## src/rtl/hwpe_stream_sel_sequencer.sv

```systemverilog
// Drives the select of a 2:1 static stream mux: LEN0 beats from source 0, then LEN1
// from source 1, re-emitting every beat through a 2-entry registered skid buffer.
module hwpe_stream_sel_sequencer #(
    parameter int unsigned DATA_WIDTH = 32,
    parameter int unsigned CNT_WIDTH  = 16
) (
    input  logic                    clk_i,
    input  logic                    rst_i,
    input  logic                    clear_i,
    input  logic                    start_i,
    input  logic [CNT_WIDTH-1:0]    len0_i,
    input  logic [CNT_WIDTH-1:0]    len1_i,
    output logic                    sel_o,
    output logic                    busy_o,
    output logic                    done_o,
    input  logic                    push_valid_i,
    output logic                    push_ready_o,
    input  logic [DATA_WIDTH-1:0]   push_data_i,
    input  logic [DATA_WIDTH/8-1:0] push_strb_i,
    output logic                    pop_valid_o,
    input  logic                    pop_ready_i,
    output logic [DATA_WIDTH-1:0]   pop_data_o,
    output logic [DATA_WIDTH/8-1:0] pop_strb_o
);

    typedef enum logic [1:0] {IDLE, SRC0, SRC1, DRAIN} state_t;

    state_t                  state_q, state_d;
    logic [CNT_WIDTH-1:0]    len0_q, len1_q, cnt_q, cnt_d;
    logic [1:0]              occ_q, occ_d;
    logic [DATA_WIDTH-1:0]   data_q [2];
    logic [DATA_WIDTH/8-1:0] strb_q [2];
    logic                    wr_q, rd_q;
    logic                    ready_q, sel_q, done_q;
    logic                    push_hs, pop_hs;

    assign push_hs = push_valid_i & ready_q;
    assign pop_hs  = (occ_q != 2'd0) & pop_ready_i;
    assign occ_d   = occ_q + 2'(push_hs) - 2'(pop_hs);

    always_ff @(posedge clk_i) begin
        if (rst_i || clear_i) state_q <= IDLE;
        else                  state_q <= state_d;
    end

    always_comb begin
        state_d = state_q;
        cnt_d   = cnt_q;
        case (state_q)
            IDLE: begin
                if (start_i) begin
                    cnt_d = '0;
                    if (len0_i != '0)      state_d = SRC0;
                    else if (len1_i != '0) state_d = SRC1;
                    else                   state_d = DRAIN;
                end
            end
            SRC0: begin
                if (push_hs) begin
                    if (cnt_q == len0_q - CNT_WIDTH'(1)) begin
                        cnt_d   = '0;
                        state_d = (len1_q != '0) ? SRC1 : DRAIN;
                    end else begin
                        cnt_d = cnt_q + CNT_WIDTH'(1);
                    end
                end
            end
            SRC1: begin
                if (push_hs) begin
                    if (cnt_q == len1_q - CNT_WIDTH'(1)) begin
                        cnt_d   = '0;
                        state_d = DRAIN;
                    end else begin
                        cnt_d = cnt_q + CNT_WIDTH'(1);
                    end
                end
            end
            DRAIN: begin
                if (done_q) state_d = IDLE;
            end
            default: state_d = IDLE;
        endcase
    end

    always_comb begin
        busy_o       = (state_q != IDLE);
        sel_o        = sel_q;
        done_o       = done_q;
        push_ready_o = ready_q;
        pop_valid_o  = (occ_q != 2'd0);
    end

    // ready/sel are computed from the next state and occupancy, so both switch on
    // the very edge that takes the last beat of a phase and never mid-transaction.
    always_ff @(posedge clk_i) begin
        if (rst_i || clear_i) begin
            len0_q  <= '0;
            len1_q  <= '0;
            cnt_q   <= '0;
            occ_q   <= '0;
            wr_q    <= 1'b0;
            rd_q    <= 1'b0;
            ready_q <= 1'b0;
            sel_q   <= 1'b0;
            done_q  <= 1'b0;
        end else begin
            if (state_q == IDLE && start_i) begin
                len0_q <= len0_i;
                len1_q <= len1_i;
            end
            cnt_q   <= cnt_d;
            occ_q   <= occ_d;
            ready_q <= (state_d == SRC0 || state_d == SRC1) && (occ_d != 2'd2);
            sel_q   <= (state_d == SRC1);
            done_q  <= (state_q == DRAIN) && (occ_q == 2'd0) && !done_q;
            if (push_hs) wr_q <= ~wr_q;
            if (pop_hs)  rd_q <= ~rd_q;
        end
    end

    always_ff @(posedge clk_i) begin
        if (push_hs) begin
            data_q[wr_q] <= push_data_i;
            strb_q[wr_q] <= push_strb_i;
        end
    end

    assign pop_data_o = data_q[rd_q];
    assign pop_strb_o = strb_q[rd_q];

endmodule

```

## config.mk

```make
export PLATFORM = sky130hd
export DESIGN_NAME = hwpe_stream_sel_sequencer
export DESIGN_NICKNAME = d
export VERILOG_FILES = /design/src/rtl/hwpe_stream_sel_sequencer.sv
export SDC_FILE = /design/constraint.sdc
export NUM_CORES = 1
export LEC_CHECK = 0
export ABC_AREA = 1
export CORE_ASPECT_RATIO = 0.9
export CORE_MARGIN = 4
export CORE_UTILIZATION = 29
export DETAILED_ROUTE_END_ITERATION = 8
export PLACE_DENSITY = 0.45
export SLEW_MARGIN = 40
export SYNTH_ARGS = -nofsm -noshare
export SYNTH_HDL_FRONTEND = slang
export SYNTH_SLANG_ARGS = --single-unit
```

## constraint.sdc

```tcl
create_clock -name clk_i -period 2.86 [get_ports clk_i]
set_input_delay 0.572 -clock clk_i [delete_from_list [all_inputs] [get_ports clk_i]]
set_output_delay 0.572 -clock clk_i [all_outputs]
set_load 0.01 [all_outputs]
```

==> flow_summary.yaml, run 1 <==
critical_path:
  crit_required_ns: 3.23
  arrival_ns: 2.93
  startpoint_type: "flop"
  cp_max_fo: 4
  cp-end-kind: "flop"
  crit_type: "reg -> reg"
min_path:
  worstHoldPathType: "reg -> reg"
layout:
  area_growth_pct: 33.2
  multi_input_area_um2: 2970
  drive_gt1_share_pct: 16.7
  fill_cells: 2263
  final_util_pct: 39.1
  antennaDiodeCount: 0
  nNetsFinal: 933
  final_area_um2: 8780
  ff_latch_area_um2: 3320
yosys:
  syn_inst: 721
  synth_top_family_by_area: "simple AND/OR/NAND/NOR gates"
  synthMuxAreaShare_pct: 6.15
  synth_flop_cell: "edfxtp_1"
  netlist_top_cells_area: "edfxtp_1 33%, dfxtp_1 18%, nand2_1 7.7%"
  synth_area_per_cell_um2: 9.14
  synthArstFlopShare_pct: 0
  ys_types: 40
  synth-warning-count: 0
  syn_nets: 805
  synth_area_um2: 6590
  synth_compound_area_share_pct: 7.54
  synth_commonest_cells: "136 x nand2_1, 92 x nor2_1, 72 x edfxtp_1, 61 x inv_1, 58 x dfxtp_1"
  yosysMostFrequentCell: "nand2_1"
  seq_area_frac_synth_pct: 50.4
  synth.largest_area_cell: "edfxtp_1"
  synthAdderAreaFrac_pct: 1.90
  synth-xor-area-share_pct: 4.65
  netlist.area_leader.share_pct: 32.8
  synth_seq_cells: 130
  synth_edf_count: 72
  yosys.area_share.simple_pct: 24.2
drt:
  wl_met3_um: 777
  viasPerCell: 4.48
  drt-total-wl_mm: 16.7
  avgRoutedWirePerCell_um: 14.4
  vias: 5197
  ant_nets: 0
  drtIter0Drc: 329
  met2WireLength_mm: 7.74
  routed.top_layer: "met4"
  routedLengthMet1_mm: 8.03
  drt_pass1_iterations: 5
  post-route-drc-count: 0
run:
  drv_cap: 0
power:
  power.leakage_nw: 3.37
  p_per_area_nw_per_um2: 550
  ir_drop_uv: 283
  finalPower_w: 0.00483
floorplanning:
  core-area_um2: 22400
  start_util_pct: 29.4
  ios: 115
  fp.dieW_um: 167
  die_y_um: 151
  design.die.area_um2: 25200
  row_count: 52
global_routing:
  grt_max_degree: 50
  grtUsageTotal_pct: 13.3
  grt_pass1_wl_mm: 26.5
  antenna_found_initial: 0
  first_global_vias: 4993
  grt.overflow.total: 0
clock_network:
  clockBufferDepth: 2
  cts_sinks: 130
  post_cts_buffers: 0
  cts.htree.levels: 4
  clk_latency_ns: 0.42
  root_buffer: "clkbuf_16"
  clk_pin_slew_ns: 0.06
  hold_buffers: 0
  cts_tree: "done"
  cts_inserted_buffers: 17
placed_design:
  place.gp.congestion: 0.838
  dp.final_hpwl_mm: 12.5
  placed_area_um2: 8190
  port_buffers: 114
sta:
  rsz0062_at_grt: "false"
  maxClockFrequency_mhz: 391
  post-route-period-util_pct: 89.5
  finalSetupViolations: 0
  period_minus_slack_ns: 2.56
  worst_pin_slew_ns: 0.429
  maxSlewViolCount: 0
  max-slew-margin-rel_pct: 71.1
  hold_viol_final: 0
  fin_skew_ns: 0.00910
run_status:
  status: "completed"
-- final timing paths --
| path | start | end | slack (ns) | cells past startpoint |
|---|---|---|---|---|
| worst min register to register | rd_q$_SDFFE_PP0P_ | rd_q$_SDFFE_PP0P_ | 0.45 | 1 |
| worst max register to register | len1_q[0]$_SDFFE_PP0P_ | push_ready_o$_SDFF_PP0_ | 0.30 | 18 |
| worst max-delay path | len1_q[0]$_SDFFE_PP0P_ | push_ready_o$_SDFF_PP0_ | 0.30 | 18 |
| worst min-delay path | rd_q$_SDFFE_PP0P_ | rd_q$_SDFFE_PP0P_ | 0.45 | 1 |
-- through the flow --
step | instances | TNS, ns | hold WS (ns) | setup WS (ns)
after global placement | 1127 | -0.00161 | 0.438 | -0.00161
after CTS | 1159 | 0 | 0.455 | 0.237
final | 1159 | 0 | 0.455 | 0.301
after floorplan | 721 | 0 | 0.426 | 0.194
after global routing | 1159 | 0 | 0.490 | 0.00486
after detailed placement | 1127 | -0.00858 | 0.447 | -0.00858
-- sequential cells by signal, indices dropped and copies added (netlist names), named ones only --
name and count:
cnt_q 16, data_q 64, done_o 1, len0_q 16
len1_q 16, occ_q 2, push_ready_o 1, rd_q 1
sel_o 1, state_q 2, strb_q 8, wr_q 1
-- cells by family after synthesis --
logic type | after synthesis
compound gates | 91
xor+xnor | 35
fa+ha+maj | 10
buf+inv | 86
flops | 130
mux | 36
simple gates | 333
-- cells in the final DEF, fill, tap and decap left out, types with 3 or more instances in the layout --
master           count
a21oi_1             33
a21oi_2              7
buf_12               3
buf_4               14
clkbuf_16           17
clkdlybuf4s50_1    114
clkinvlp_4           3
dfxtp_1             58
edfxtp_1            72
ha_1                 9
inv_1               61
inv_2                3
inv_6                5
inv_8                5
mux2_2              36
nand2_1            136
nand2_2              8
nand3_1             33
nand3_2              9
nand3b_1            11
nand4_1              6
nor2_1              86
nor2_2              15
nor2_4               8
nor3_1               5
nor4_1               8
o21ai_0             44
xnor2_1              9
xor2_1              26
-- critical path, stage by stage (launching register included) --
cell and delay (ns):
dfxtp_1 0.35, inv_1 0.10, ha_2 0.34, xor2_1 0.14
o21ai_0 0.10, nor2_1 0.14, nand2_1 0.09, nor2_2 0.11
nand3_1 0.10, nor2_2 0.16, nand3_1 0.09, nand2_1 0.06
nand2_1 0.05, nand3_1 0.08, nand2_1 0.08, ha_1 0.29
nor2_1 0.09, o21ai_0 0.09, inv_1 0.06
-- power breakdown --
group	switching [W]	internal [W]	total [W]	leakage [nW]
Combinational	0.000400	0.000309	0.000709	1.97
Sequential	0.0000326	0.00202	0.00205	1.12
Clock	0.000916	0.00115	0.00207	0.271
-- routing by layer --
layer,vias up,GRT usage (%)
met5,-,0
met4,0,3.60
met3,17,3.50
met2,114,21.1
met1,2399,18.2
li1,2667,-
-- cell type report --
class,instances,share of cell area [%]
well taps,297,4.23
clock inverters,15,1.60
repair buffers,131,14.9
inverters,64,2.74
clock buffers,17,4.85
flip-flops and latches,130,37.9
multi-input cells,505,33.9
-- timing repair --
action	in CTS	in global routing
setup endpoints to repair	0	1
endpoints found under the hold margin	0	0
gates resized for setup	0	8
No activity file was read; power rests on OpenSTA's default activity.
==> run 2: changes to the inputs <==
- HOLD_SLACK_MARGIN: default -> 0.1
- PLACE_DENSITY: 0.45 -> 0.47
- clock period: 2.86 -> 2.1 ns (I/O delays scaled with it)
==> run 2 against run 1 <==
  * The flow now finishes with violations (setup timing)
  * Maximum frequency grew 6.8%
  * Clock power grew 41%
  * Core utilization rose by 3.7 points
  * Wire length rose by 5.6%
  * Clock skew shrank 0.00089 ns
  * Largest cell class unchanged
  * Highest routed layer unchanged
  * Register-to-register slack got worse by 0.60 ns
==> flow_summary.yaml, run 2 (same netlist as run 1, synthesis figures left out) <==
floorplanning:
  ios: 115
  design.die.area_um2: 25200
  die_y_um: 151
  fp.dieW_um: 167
  start_util_pct: 29.4
  core-area_um2: 22400
  row_count: 52
clock_network:
  cts.htree.levels: 4
  hold_buffers: 0
  clk_latency_ns: 0.42
  cts_tree: "done"
  clockBufferDepth: 2
  root_buffer: "clkbuf_16"
  cts_sinks: 130
  clk_pin_slew_ns: 0.06
  cts_inserted_buffers: 17
min_path:
  worstHoldPathType: "reg -> reg"
critical_path:
  crit_path_cell_trace: "inv_2, ha_4, xor2_1, nand2_1, nor2_2, nand3_1, nor2_1, nand3_1, nor2_2, buf_4, nand4_1, nand3_1, nand3_1, nand2_2, ha_4, nor2_4, o21ai_2, inv_1"
  arrival_ns: 2.77
  cp_top_family: "simple AND/OR/NAND/NOR gates"
  cp-end-kind: "flop"
  slowest_stage: "dfxtp_2"
  cp_max_fo: 2
  startpoint_type: "flop"
  worst-path-buf-inv: 3
  crit_required_ns: 2.47
  path_common_cell: "nand3_1"
  crit_type: "reg -> reg"
  cp_slowest_stage_delay_ns: 0.34
sta:
  post-route-period-util_pct: 114
  hold_slack_ns: 0.448
  finalSetupViolations: 19
  worst_pin_slew_ns: 0.408
  max-slew-margin-rel_pct: 72.8
  rsz0062_at_grt: "true"
  hold_viol_final: 0
  fin_skew_ns: 0.00821
  period_minus_slack_ns: 2.40
  maxClockFrequency_mhz: 417
  setup_slack_ns: -0.296
  maxSlewViolCount: 0
layout:
  final_area_um2: 9610
  top_register: "data_q"
  final_cell_mix: "131 x nand2_1, 92 x buf_4, 82 x nor2_1, 77 x clkdlybuf4s50_1, 72 x edfxtp_1"
  largest_register_ffs: 64
  final_common_cell: "nand2_1"
  drive_gt1_share_pct: 27.5
  area_growth_pct: 45.8
  nNetsFinal: 1019
  final-instance-count-excl-fill: 1245
  antennaDiodeCount: 0
power:
  p_per_area_nw_per_um2: 712
  power.leakage_nw: 3.89
  ir_drop_uv: 464
  finalPower_w: 0.00685
drt:
  vias: 5374
  avgRoutedWirePerCell_um: 14.2
  drtIter0Drc: 207
  post-route-drc-count: 0
  viasPerCell: 4.32
  drt-total-wl_mm: 17.7
  ant_nets: 0
  drt_pass1_iterations: 4
placed_design:
  dp_cells: 1204
  place_ws_ns: -0.507
  dp.final_hpwl_mm: 13.0
  place.gp.congestion: 0.805
  port_buffers: 114
  placed_area_um2: 8820
global_routing:
  grt_pass1_wl_mm: 28.0
  antenna_found_initial: 0
  grt.overflow.total: 0
  grtUsageTotal_pct: 14.0
  grt_max_degree: 37
  first_global_vias: 5405
run_status:
  violations: "setup timing"
  status: "finished with violations"
run:
  drv_cap: 0
-- run 2: timing repair --
action	CTS	global route
setup buffers	6	2
gates cloned	1	3
resized for setup	70	49
endpoints found under the setup margin	55	35
pin swaps	15	18
-- run 2: final cells by class --
type                    instances  area [um2]
clock buffers                  17         425
clock inverters                15         156
fillers                      2274       12800
inverters                      64         240
multi-input cells             506        3100
flip-flops and latches        130        3330
well taps                     297         372
repair buffers                216        1990
-- run 2: worst paths after layout --
| check | from | endpoint | slack [ns] | depth (start not counted) |
|---|---|---|---|---|
| setup / recovery | len0_q[1]$_SDFFE_PP0P_ | push_ready_o$_SDFF_PP0_ | -0.30 | 18 |
| hold / removal | rd_q$_SDFFE_PP0P_ | flop | 0.45 | 1 |
| setup reg to reg | len0_q[1]$_SDFFE_PP0P_ | push_ready_o$_SDFF_PP0_ | -0.30 | 18 |
| hold reg to reg | rd_q$_SDFFE_PP0P_ | flop | 0.45 | 1 |
-- run 2: power by group --
group	internal [W]	total, W	leakage [nW]	switching (W)
logic	0.000535	0.00114	2.49	0.000606
registers	0.00275	0.00279	1.12	0.0000392
clock network	0.00159	0.00292	0.281	0.00133
total	0.00487	0.00685	3.89	0.00197
-- run 2: worst register-to-register path: stages (launching register included) --
cell and delay (ns):
dfxtp_2 0.34, inv_2 0.05, ha_4 0.25, xor2_1 0.14
nand2_1 0.08, nor2_2 0.11, nand3_1 0.09, nor2_1 0.11
nand3_1 0.08, nor2_2 0.18, buf_4 0.14, nand4_1 0.07
nand3_1 0.08, nand3_1 0.09, nand2_2 0.12, ha_4 0.21
nor2_4 0.09, o21ai_2 0.06, inv_1 0.05
-- run 2: metal layers --
metal  up-vias  GRT usage [%]  share of wire (%)  routed length, um
met5         -              0                  0                  0
li1       2846              -                  -                  -
met3        11           3.21                3.2                566
met1      2446           19.0                 50               8770
met4         0           3.39               0.91                161
met2        71           22.9                 46               8180
-- run 2: through the flow --
stage,TNS [ns],utilization [%]
floorplan,-0.0146,-
global placement,-1.59,39.3
detailed placement,-2.04,39.3
CTS,-0.884,42.1
global route,-6.06,42.8
finish,-2.00,42.8
==> run 3: changes to the inputs <==
- PLACE_DENSITY: 0.47 -> default
- PLACE_DENSITY_LB_ADDON: default -> 0.3
- REMOVE_ABC_BUFFERS: default -> 1
==> run 3 against run 2 <==
  * The flow still finishes with violations (setup timing)
  * Flip-flop and latch count stayed put
  * Non-clock buffer count shrank 8
  * Design area down 0.22%
  * Sequential share of layout area grew 0.12 points
  * Setup slack improved by 0.10 ns
  * Maximum frequency rose by 4.5%
  * Clock power down 2%
  * Die area stayed put
==> flow_summary.yaml, run 3 (same netlist as run 1, synthesis figures left out) <==
run_status:
  status: "finished with violations"
  violations: "setup timing"
layout:
  top_register: "data_q"
  final_cell_mix: "129 x nand2_1, 81 x buf_4, 79 x nor2_1, 77 x clkdlybuf4s50_1, 72 x edfxtp_1"
  largest_register_ffs: 64
  drive_gt1_share_pct: 30.2
  antennaDiodeCount: 0
  area_growth_pct: 45.5
  nNetsFinal: 1012
  final_common_cell: "nand2_1"
  final_area_um2: 9590
critical_path:
  cp_slowest_stage_delay_ns: 0.39
  reg2regPathDepth: 19
  ff2ff_setup_slack_ns: -0.19
  arrival_ns: 2.60
  crit_required_ns: 2.41
  worst_r2r_endpoint: "push_ready_o$_SDFF_PP0_"
  cp_max_fo: 4
  crit_path_cell_trace: "nor2_2, buf_4, nand3_1, nand2_1, nand2_1, nand2_1, nand2_1, nor2_2, nand3_2, nor2_2, nand3_1, nand2_1, nand2_1, nand3_2, nand2_2, ha_4, nor2_1, o21ai_1, inv_1"
  path_common_cell: "nand2_1"
  reg2reg_from: "len1_q[4]$_SDFFE_PP0P_"
  startpoint_type: "flop"
  crit_type: "reg -> reg"
  cp-end-kind: "flop"
  slowest_stage: "dfxtp_1"
drt:
  post-route-drc-count: 0
  viasPerCell: 4.40
  drtIter0Drc: 210
  ant_nets: 0
  avgRoutedWirePerCell_um: 13.6
  vias: 5447
  drt_pass1_iterations: 4
  drt-total-wl_mm: 16.9
global_routing:
  grt.overflow.total: 0
  grt_max_degree: 37
  grtUsageTotal_pct: 13.3
  grt_pass1_wl_mm: 26.3
  antenna_found_initial: 0
  first_global_vias: 5139
clock_network:
  hold_buffers: 0
  cts_inserted_buffers: 17
  root_buffer: "clkbuf_16"
  cts_sinks: 130
  cts.htree.levels: 4
  clk_latency_ns: 0.42
  clk_pin_slew_ns: 0.06
  cts_tree: "done"
  clockBufferDepth: 2
run:
  drv_cap: 0
placed_design:
  port_buffers: 114
  place.gp.congestion: 0.826
  placed_area_um2: 8720
  dp.final_hpwl_mm: 12.0
sta:
  worst_pin_slew_ns: 0.344
  maxSlewViolCount: 0
  setup_slack_ns: -0.194
  finalSetupViolations: 2
  post-route-period-util_pct: 109
  max-slew-margin-rel_pct: 76.8
  hold_viol_final: 0
  rsz0062_at_grt: "true"
  maxClockFrequency_mhz: 436
  period_minus_slack_ns: 2.29
  hold_slack_ns: 0.445
  fin_skew_ns: 0.00795
floorplanning:
  core-area_um2: 22400
  ios: 115
  fp.dieW_um: 167
  row_count: 52
  design.die.area_um2: 25200
  start_util_pct: 29.4
  die_y_um: 151
power:
  ir_drop_uv: 440
  p_per_area_nw_per_um2: 711
  power.leakage_nw: 3.85
min_path:
  worstHoldStart: "rd_q$_SDFFE_PP0P_"
  hold_depth: 1
  worstHoldPathType: "reg -> reg"
[run 3: per-stage QoR]
| stage | worst slack, ns | util (%) | TNS, ns | cells | power (W) |
|---|---|---|---|---|---|
| detailed placement | -0.583 | 38.9 | -2.20 | 1195 | 0.00391 |
| floorplan | -0.479 | - | -34.19 | 699 | 0.00341 |
| finish | -0.194 | 42.7 | -0.220 | 1238 | 0.00682 |
| global placement | -0.540 | 38.9 | -1.23 | 1195 | 0.00391 |
| CTS | -0.324 | 41.8 | -0.794 | 1234 | 0.00682 |
| global route | -0.349 | 42.7 | -1.76 | 1238 | 0.00717 |
[run 3: what timing repair did]
| action | in CTS | in global routing |
|---|---|---|
| endpoints found under the hold margin | 0 | 0 |
| setup buffers | 5 | 1 |
| gates cloned | 2 | 3 |
| setup endpoints to repair | 56 | 40 |
| resized for setup | 112 | 72 |
| pin swaps | 14 | 30 |
[run 3: where the power goes]
part	total, W	switching, W	internal [W]
clock	0.00286	0.00120	0.00166
sequential	0.00280	0.0000437	0.00275
combinational	0.00116	0.000617	0.000541
[run 3: how the worst max path moves through the flow]
stage | startpoint | end | slack [ns] | cells past startpoint
floorplan | state_q[0]$_SDFF_PP0_ | push_ready_o$_SDFF_PP0_ | -0.48 | 11
global placement | len0_i[0] | push_ready_o$_SDFF_PP0_ | -0.54 | 12
detailed placement | len0_i[0] | push_ready_o$_SDFF_PP0_ | -0.58 | 12
CTS | len0_q[0]$_SDFFE_PP0P_ | push_ready_o$_SDFF_PP0_ | -0.32 | 18
global route | len1_q[1]$_SDFFE_PP0P_ | push_ready_o$_SDFF_PP0_ | -0.35 | 19
finish | len1_q[4]$_SDFFE_PP0P_ | push_ready_o$_SDFF_PP0_ | -0.19 | 19
[run 3: layout make-up]
cell class / instances / area, um2
Timing Repair Buffer: 208 / 1880
Multi-Input combinational cell: 507 / 3190
Tap cell: 297 / 372
Clock buffer: 17 / 425
Clock inverter: 15 / 145
Sequential cell: 130 / 3340
Fill cell: 2194 / 12900
Inverter: 64 / 240
[run 3: critical path, delay by kind of cell (launching register included)]
kind | cells | cell delay, ns
compound gates | 1 | 0.07
fa+ha+maj | 1 | 0.26
buf+inv | 2 | 0.17
flops | 1 | 0.39
simple gates | 15 | 1.31
[run 3: metal layers]
layer  part of all wire (%)  vias up  global-route usage, %
li1                       -     2838                      -
met1                     50     2462                   18.8
met2                     43      129                   19.7
met3                    5.3       18                   3.91
met4                    1.5        0                   3.76
met5                      0        -                      0
